## src/rtl/dma_copy_engine.sv

```systemverilog
// Memory-to-memory byte copy engine: bus master on a single-port memory with registered
// read data. Three cycles per byte (read strobe, read latency, write strobe).
module dma_copy_engine #(
    parameter int ADDR_W = 10,
    parameter int DATA_W = 8,
    parameter int LEN_W  = 11
) (
    input  logic              clk,
    input  logic              rst_out,
    input  logic              start,
    input  logic              abort,
    input  logic [ADDR_W-1:0] src_addr,
    input  logic [ADDR_W-1:0] dst_addr,
    input  logic [LEN_W-1:0]  length,
    output logic              busy,
    output logic              done,
    output logic              aborted,
    output logic [LEN_W-1:0]  bytes_done,
    output logic              mem_ce,
    output logic              mem_nw_r,
    output logic [ADDR_W-1:0] mem_addr,
    output logic [DATA_W-1:0] mem_wdata,
    input  logic [DATA_W-1:0] mem_rdata
);

    typedef enum logic [2:0] {IDLE, RD, LAT, WR, DONE} state_t;

    state_t            state_q;
    logic [ADDR_W-1:0] src_q, src_d;
    logic [ADDR_W-1:0] dst_q, dst_d;
    logic [LEN_W-1:0]  len_q;
    logic [LEN_W-1:0]  bytes_q, bytes_d;
    logic [DATA_W-1:0] wdata_q;
    logic [ADDR_W-1:0] addr_q;
    logic              busy_q, done_q, aborted_q, ce_q, nwr_q;

    // Pointers wrap naturally at 2^ADDR_W.
    always_comb begin
        src_d   = src_q + ADDR_W'(1);
        dst_d   = dst_q + ADDR_W'(1);
        bytes_d = bytes_q + LEN_W'(1);
    end

    // Memory strobes are registered alongside the state they belong to, so they are
    // loaded on the edge that enters RD/WR rather than decoded from the current state.
    always_ff @(posedge clk or negedge rst_out) begin
        if (!rst_out) begin
            state_q   <= IDLE;
            src_q     <= '0;
            dst_q     <= '0;
            len_q     <= '0;
            bytes_q   <= '0;
            wdata_q   <= '0;
            addr_q    <= '0;
            busy_q    <= 1'b0;
            done_q    <= 1'b0;
            aborted_q <= 1'b0;
            ce_q      <= 1'b0;
            nwr_q     <= 1'b0;
        end else begin
            case (state_q)
                IDLE: begin
                    done_q <= 1'b0;
                    ce_q   <= 1'b0;
                    nwr_q  <= 1'b0;
                    if (start) begin
                        src_q     <= src_addr;
                        dst_q     <= dst_addr;
                        len_q     <= length;
                        bytes_q   <= '0;
                        aborted_q <= 1'b0;
                        if (length != '0) begin
                            state_q <= RD;
                            busy_q  <= 1'b1;
                            ce_q    <= 1'b1;
                            addr_q  <= src_addr;
                        end else begin
                            state_q <= DONE;
                            done_q  <= 1'b1;
                        end
                    end
                end
                RD: begin
                    ce_q <= 1'b0;
                    if (abort) begin
                        state_q   <= DONE;
                        busy_q    <= 1'b0;
                        done_q    <= 1'b1;
                        aborted_q <= 1'b1;
                    end else begin
                        state_q <= LAT;
                    end
                end
                LAT: begin
                    wdata_q <= mem_rdata;
                    if (abort) begin
                        state_q   <= DONE;
                        busy_q    <= 1'b0;
                        done_q    <= 1'b1;
                        aborted_q <= 1'b1;
                    end else begin
                        state_q <= WR;
                        ce_q    <= 1'b1;
                        nwr_q   <= 1'b1;
                        addr_q  <= dst_q;
                    end
                end
                WR: begin
                    bytes_q <= bytes_d;
                    src_q   <= src_d;
                    dst_q   <= dst_d;
                    nwr_q   <= 1'b0;
                    // The in-flight write always lands; abort only decides how we finish.
                    if (abort || bytes_d == len_q) begin
                        state_q   <= DONE;
                        busy_q    <= 1'b0;
                        done_q    <= 1'b1;
                        aborted_q <= abort;
                        ce_q      <= 1'b0;
                    end else begin
                        state_q <= RD;
                        ce_q    <= 1'b1;
                        addr_q  <= src_d;
                    end
                end
                DONE: begin
                    done_q  <= 1'b0;
                    state_q <= IDLE;
                end
                default: state_q <= IDLE;
            endcase
        end
    end

    assign busy       = busy_q;
    assign done       = done_q;
    assign aborted    = aborted_q;
    assign bytes_done = bytes_q;
    assign mem_ce     = ce_q;
    assign mem_nw_r   = nwr_q;
    assign mem_addr   = addr_q;
    assign mem_wdata  = wdata_q;

endmodule

```

## config.mk

```make
export PLATFORM = sky130hd
export DESIGN_NAME = dma_copy_engine
export DESIGN_NICKNAME = d
export VERILOG_FILES = /design/src/rtl/dma_copy_engine.sv
export SDC_FILE = /design/constraint.sdc
export NUM_CORES = 1
export LEC_CHECK = 0
export ABC_AREA = 1
export CORE_AREA = 2 2 114 116
export CTS_CLUSTER_DIAMETER = 200
export DETAILED_ROUTE_END_ITERATION = 8
export DIE_AREA = 0 0 116 118
export HOLD_SLACK_MARGIN = 0.1
export PLACE_DENSITY = 0.57
export SETUP_SLACK_MARGIN = 0.3
export SYNTH_ARGS = -nofsm -noshare
export SYNTH_HDL_FRONTEND = slang
export SYNTH_SLANG_ARGS = --single-unit
```

## constraint.sdc

```tcl
create_clock -name clk -period 2.1 [get_ports clk]
set_clock_uncertainty 0.2 [all_clocks]
set_input_delay 0.42 -clock clk [delete_from_list [all_inputs] [get_ports clk]]
set_output_delay 0.42 -clock clk [all_outputs]
set_load 0.01 [all_outputs]
```

# After elaboration in Yosys (flattened, before gate mapping)
# Cells that the tools add are included.
dict set report word_totals {
  register_bits 68
  in_bits 43
  out_inout_bits 34
}
dict set report classes {
  n_reduce_logical 19
  muxes 36
  add_sub_neg 3
  n_eq_ne 11
}
# operator count
set op_table {}
lappend op_table {{$mux 10} 6}
lappend op_table {{$pmux 10 s2} 2}
lappend op_table {{$pmux 10 s3} 1}
lappend op_table {{$pmux 11 s2} 1}
lappend op_table {{$add 10x1->10 const B} 2}
lappend op_table {{$mux 3} 5}
lappend op_table {{$mux 1} 14}
lappend op_table {{$pmux 3 s4} 1}
lappend op_table {{$add 11x1->11 const B} 1}
lappend op_table {{$eq 11x11->1} 1}
lappend op_table {{$mux 11} 1}
lappend op_table {{$reduce_bool 11->1} 1}
lappend op_table {{$ne 2x2->1 const B} 5}
lappend op_table {{$reduce_and 5->1} 2}
lappend op_table {{$pmux 1 s4} 2}
lappend op_table {{$reduce_and 2->1} 4}
lappend op_table {{$reduce_bool 4->1} 2}
lappend op_table {{$eq 3x2->1 const B} 2}
lappend op_table {{$pmux 1 s3} 2}
lappend op_table {{$reduce_bool 3->1} 2}
lappend op_table {{$reduce_and 4->1} 1}
lappend op_table {{$reduce_bool 2->1} 2}
lappend op_table {{$reduce_or 2->1} 2}
lappend op_table {{$eq 3x1->1 const B} 1}
lappend op_table {{6 further kinds} 6}

# Longest topological paths before layout
dict set report logic_depth {
  ltp_word 5
  ltp_mapped 17
}

# Least setup slack after synthesis
# OpenSTA, ideal clock, no wires.
dict set report synth_timing {
  kind {register -> register}
  start {reg bytes_q[0] (netlist: bytes_done[0])}
  end {reg addr_q[9] (netlist: mem_addr[9])}
  synth_period_minus_slack_ns 2.162
  arrival_ns 1.841
  path_slack_ns -0.062
  setup_time_ns 0.121
  stages_incl_launch_ff 16
  cell_sequence {dfrtp_1 ha_1 nand3_2 nor2_4 nand2_1 nand2_2 nand2_2 nand2_1 nand2_1 nor2_2 nand3_2 nand2_2 o21ai_2 nand2_4 buf_8 o21ai_2}
}
dict set report synth_via {
  elab_chain_cells 5
}
# element line
set synth_lines {}
lappend synth_lines {{from (decl)} 32} ;# logic [LEN_W-1:0] bytes_q, bytes_d;
lappend synth_lines {{from (signal assigned)} 109} ;# bytes_q <= bytes_d;
lappend synth_lines {{$add 11x1->11} 41} ;# bytes_d = bytes_q + LEN_W'(1);
lappend synth_lines {{$eq 11x11->1} 114} ;# if (abort || bytes_d == len_q) begin
lappend synth_lines {{$logic_or 1x1->1} 114}
lappend synth_lines {{$ne 2x2->1 (no line)} --}
lappend synth_lines {{$reduce_and 5->1 (no line)} --}
lappend synth_lines {{to (signal assigned)} 76} ;# addr_q <= src_addr;
lappend synth_lines {{to (signal assigned)} 105} ;# addr_q <= dst_q;
lappend synth_lines {{to (signal assigned)} 123} ;# addr_q <= src_d;
lappend synth_lines {{to (decl)} 34} ;# logic [ADDR_W-1:0] addr_q;
# Every way passes these cells.
# A chain may end at the register's enable or synchronous reset.

# Worst setup path after layout
dict set report layout_timing {
  start {reg bytes_q[0] (netlist: bytes_done[0])}
  end {reg addr_q[1] (netlist: mem_addr[1])}
}
# Same word-level chain as after synthesis.

==> key figures <==
Min path
  • Hold Startpoint: mem_wdata[1]
  • Count of cells along the worst hold path: 2
  • End point of the worst hold path: mem_wdata[1]
  • Worst min-delay path category: reg2reg

Floorplan
  • Core Region: 0.01241 mm^2
  • Rows: 41
  • Total die area: about 0.014 mm^2
  • Die H: 118 um
  • Starting Density: 29.50%
  • Die Span X: 116 um
  • Count of pins on the block boundary: 77

Finish
  • N_diodes: 0
  • Final layout net count: ~630
  • Final instance area: 0.005589 mm^2
  • Fillers: 1,252
  • Area Growth Syn to Fin: 52.61%
  • Share of post-route cells with drive strength above 1: 28.04%
  • Seq. cell area: 0.001708 mm^2
  • Non-filler cells, final: around 760
  • Area of the multi-input gates: 0.001884 mm^2

Routing
  • Post-detailed-route via-to-cell ratio: 4.715
  • Final ANT Viol Nets: 0
  • DR vias: 3,602
  • Final routed DRC violation total: 0
  • Total Routed Length: 10,870 um
  • Routed WL per cell: 14.22 um
  • Initial drt markers: 130
  • DRT Pass-1 Iters: 5

Synth
  • Count of cell types in the netlist: 36
  • Netlist Area Pre-Place: 0.003662 mm^2
  • Cells after synthesis: 450
  • #FFs+latches synth: 68
  • Share of the synthesized area in the top cell type: 46.46%
  • Synth Area per Inst: 8.138 um^2
  • Post-Synthesis Net Count: 496
  • Yosys synthesis warning count: 0
  • Largest cells by area after synthesis: sky130_fd_sc_hd__dfrtp_1, sky130_fd_sc_hd__nand2_1, sky130_fd_sc_hd__inv_1, sky130_fd_sc_hd__a21oi_1, sky130_fd_sc_hd__nand3_1
  • Cell type contributing the most total cell area after synthesis: sky130_fd_sc_hd__dfrtp_1
  • Fraction of the yosys area taken by sequential cells: 46.46%

STA
  • Setup repair after global routing missed its margin: true
  • Final Hold Viols: 0
  • Final setup violation count: 15
  • Worst slew margin relative to its limit: 69.88%
  • Worst hold slack: approximately 0.27 ns
  • Minimum clock period: 2.265 ns
  • Max Clk Rate: 0.4415 GHz
  • Final worst-path setup slack: -0.1652 ns
  • Total count of max-transition violations in the final report: 0
  • Share of the clock period used by the worst path: 107.9%
  • Pin slew with the least headroom to its limit: 0.4517 ns

Job
  • Number of max-cap violations: 0

Clock tree
  • Number of levels the H-tree was split into: 3
  • Clk_lat worst skew: around 0.33 ns
  • CTS tree: yes
  • Clock slew at the register clock pins of the worst setup and hold paths: 0.06 ns
  • Maximum count of clock buffers along a single path: 2
  • Number of clock buffers inserted by TritonCTS: 9
  • Clock Sinks: 68
  • Root Buffer Master: sky130_fd_sc_hd__clkbuf_16

Setup path
  • Critical Path Source Type: register
  • Cell count along the critical path: 13
  • Cell type group with the largest total delay on the critical path: simple AND/OR/NAND/NOR gates
  • Worst setup EP type: register
  • Critical-path maximum fanout: 5
  • Worst Path Required: 2.12 ns
  • Buf+Inv Stages, Crit Path: 1
  • Cell depth of the worst flop-to-flop path: 13
  • Critical path's slowest cell: sky130_fd_sc_hd__dfrtp_2
  • Ordered cell list for the critical path: ha_4 -> nand3_4 -> nor2_4 -> nand3_1 -> nand3b_1 -> nand2_1 -> nor2_2 -> nand3_2 -> nand2_2 -> o21ai_4 -> nand2_4 -> clkbuf_16 -> o21ai_2
  • Critical register-to-register path endpoint: mem_addr[1]
  • Launch point of the worst reg-to-reg path: bytes_done[0]
  • Delay contributed by the slowest stage of the critical path: 0.39 ns
  • Crit Path Category: reg2reg
  • Register-to-Register Setup Slack: -0.17 ns
  • Worst EP arrival: 2.28 ns

Outcome
  • Failing checks: negative setup slack
  • Result of the run: complete, but fails checks

Global route
  • GRT Resource Usage Total: ~16%
  • Number of antenna violations at the first check in global routing: 0
  • Largest net degree at the start of global routing: 58
  • Global route total overflow: 0
  • Wire length of the first global-routing pass: 17,450 um
  • Vias in the first global route: about 3.5k

Power
  • Total power of the final layout: approximately 8000 uW
  • Leakage power: 0.002590 uW
  • IR Drop Worst-Case VDD: 0.0007090 V
  • Total power divided by cell area: 1427 mW/mm^2

Place
  • Post-DP HPWL: around 7700 um
  • Placement Setup Slack: -0.3227 ns
  • Placement Cell Area: 0.004964 mm^2
  • Gpl congestion: 0.8410
  • Number of instances in the placed design: 727
  • Port Buffer Count: 76
-- worst register-to-register path: cells and delay by family (launching register included) --
family / cells / cell delay [ns]
fa+ha+maj: 1 / 0.18
flops: 1 / 0.39
buf+inv: 1 / 0.17
compound gates: 2 / 0.12
simple gates: 9 / 1.10
-- final cells by class --
class | instances | share of cell area, %
Tap cell | 172 | 3.850
Multi-Input combinational cell | 317 | 33.71
Inverter | 51 | 3.470
Clock inverter | 6 | 0.7164
Timing Repair Buffer | 140 | 23.42
Sequential cell | 68 | 30.56
Clock buffer | 10 | 4.276
-- worst max path at each step --
stage | slack [ns] | to | startpoint
2_1_floorplan | 0.06 | mem_addr[9] | bytes_done[0]
3_3_place_gp | -0.31 | mem_addr[2] | length[9]
3_5_place_dp | -0.32 | mem_addr[5] | length[9]
4_1_cts | -0.14 | mem_addr[5] | bytes_done[0]
5_1_grt | -0.29 | mem_addr[5] | bytes_done[0]
6_report | -0.17 | mem_addr[1] | bytes_done[0]
-- through the flow --
stage                     utilization (%)  setup TNS [ns]
after floorplan                         -               0
after global placement              39.98          -3.820
after detailed placement            39.98          -3.928
after CTS                           43.21          -1.494
after global routing                45.02          -3.760
final                               45.02          -1.767
-- cell usage after synthesis --
cell type,number
sky130_fd_sc_hd__dfrtp_1,68
sky130_fd_sc_hd__or2_2,1
sky130_fd_sc_hd__o221ai_1,1
sky130_fd_sc_hd__o22ai_1,12
sky130_fd_sc_hd__nand2_4,1
sky130_fd_sc_hd__nand2_2,15
sky130_fd_sc_hd__o21ai_2,10
sky130_fd_sc_hd__nand3_2,3
sky130_fd_sc_hd__nor2_4,2
sky130_fd_sc_hd__clkbuf_1,8
sky130_fd_sc_hd__nor4_1,2
sky130_fd_sc_hd__o211ai_1,7
sky130_fd_sc_hd__xnor2_1,1
sky130_fd_sc_hd__nand3_1,24
sky130_fd_sc_hd__nor2_1,32
sky130_fd_sc_hd__a31oi_1,3
sky130_fd_sc_hd__nand2_1,105
sky130_fd_sc_hd__buf_12,1
sky130_fd_sc_hd__buf_8,1
sky130_fd_sc_hd__a22oi_1,2
sky130_fd_sc_hd__nor2_2,3
sky130_fd_sc_hd__a211oi_1,3
sky130_fd_sc_hd__nand3b_1,5
sky130_fd_sc_hd__buf_2,4
sky130_fd_sc_hd__and2_1,1
sky130_fd_sc_hd__xor2_1,2
sky130_fd_sc_hd__o21ai_1,2
sky130_fd_sc_hd__nand4_1,4
sky130_fd_sc_hd__o2111ai_1,1
sky130_fd_sc_hd__a21oi_1,27
sky130_fd_sc_hd__ha_1,3
sky130_fd_sc_hd__a221oi_1,5
sky130_fd_sc_hd__inv_1,51
sky130_fd_sc_hd__o21ai_0,22
sky130_fd_sc_hd__nor3_1,11
sky130_fd_sc_hd__mux2_2,7
-- repair_timing --
item | CTS | global route
cloned | 0 | 2
pin swaps | 11 | 16
endpoints found under the hold margin | 11 | 0
buffers inserted | 10 | 8
hold buffers | 1 | 0
endpoints found under the setup margin | 58 | 39
gates resized for setup | 64 | 37
-- layer usage --
| metal | global-route usage (%) | share of wire [%] | vias up |
|---|---|---|---|
| met1 | 21.30 | 44 | 1731 |
| met4 | 4.762 | 0.73 | 0 |
| met2 | 25.99 | 49 | 83 |
| li1 | - | - | 1782 |
| met3 | 4.119 | 6.3 | 6 |
| met5 | 0 | 0 | - |
-- cell usage in the layout, fill, tap and decap left out, types with 5 or more instances in the layout --
cell type and n:
sky130_fd_sc_hd__nand3b_1 5, sky130_fd_sc_hd__nand2_1 101, sky130_fd_sc_hd__inv_1 42, sky130_fd_sc_hd__nor2_2 7, sky130_fd_sc_hd__inv_2 8, sky130_fd_sc_hd__nand2_2 17
sky130_fd_sc_hd__nor2_1 25, sky130_fd_sc_hd__nor2_4 5, sky130_fd_sc_hd__o21ai_2 9, sky130_fd_sc_hd__nand3_1 20, sky130_fd_sc_hd__dfrtp_1 63, sky130_fd_sc_hd__dfrtp_2 5
sky130_fd_sc_hd__dlygate4sd2_1 29, sky130_fd_sc_hd__mux2_2 7, sky130_fd_sc_hd__nor3_1 5, sky130_fd_sc_hd__clkbuf_16 10, sky130_fd_sc_hd__a221oi_1 5, sky130_fd_sc_hd__o21ai_1 6
sky130_fd_sc_hd__a21oi_1 26, sky130_fd_sc_hd__buf_12 5, sky130_fd_sc_hd__o21ai_0 18, sky130_fd_sc_hd__o22ai_1 12, sky130_fd_sc_hd__o211ai_1 7, sky130_fd_sc_hd__buf_4 51
sky130_fd_sc_hd__clkdlybuf4s50_1 41
-- state kept, by name, indices dropped and copies added, names as in the netlist --
name and flops:
bytes_done 11, dst_q 10, mem_ce 1, mem_addr 10, mem_wdata 8, state_q 3, len_q 11, mem_nw_r 1
src_q 10, busy 1, aborted 1, done 1
-- cell families after synthesis --
family | after synthesis | synth area share, %
compound gates | 95 | 16.06
buf+inv | 65 | 7.550
xor+xnor | 3 | 0.7176
mux | 7 | 2.152
flops | 68 | 46.46
fa+ha+maj | 3 | 1.025
simple gates | 209 | 26.03
-- power breakdown --
part,switching (uW),internal (uW),total (uW)
clock network,588,828,1420
registers,428,1900,2330
logic,2260,1980,4230
total,3270,4700,7980
(Power assumes the default switching activity.)
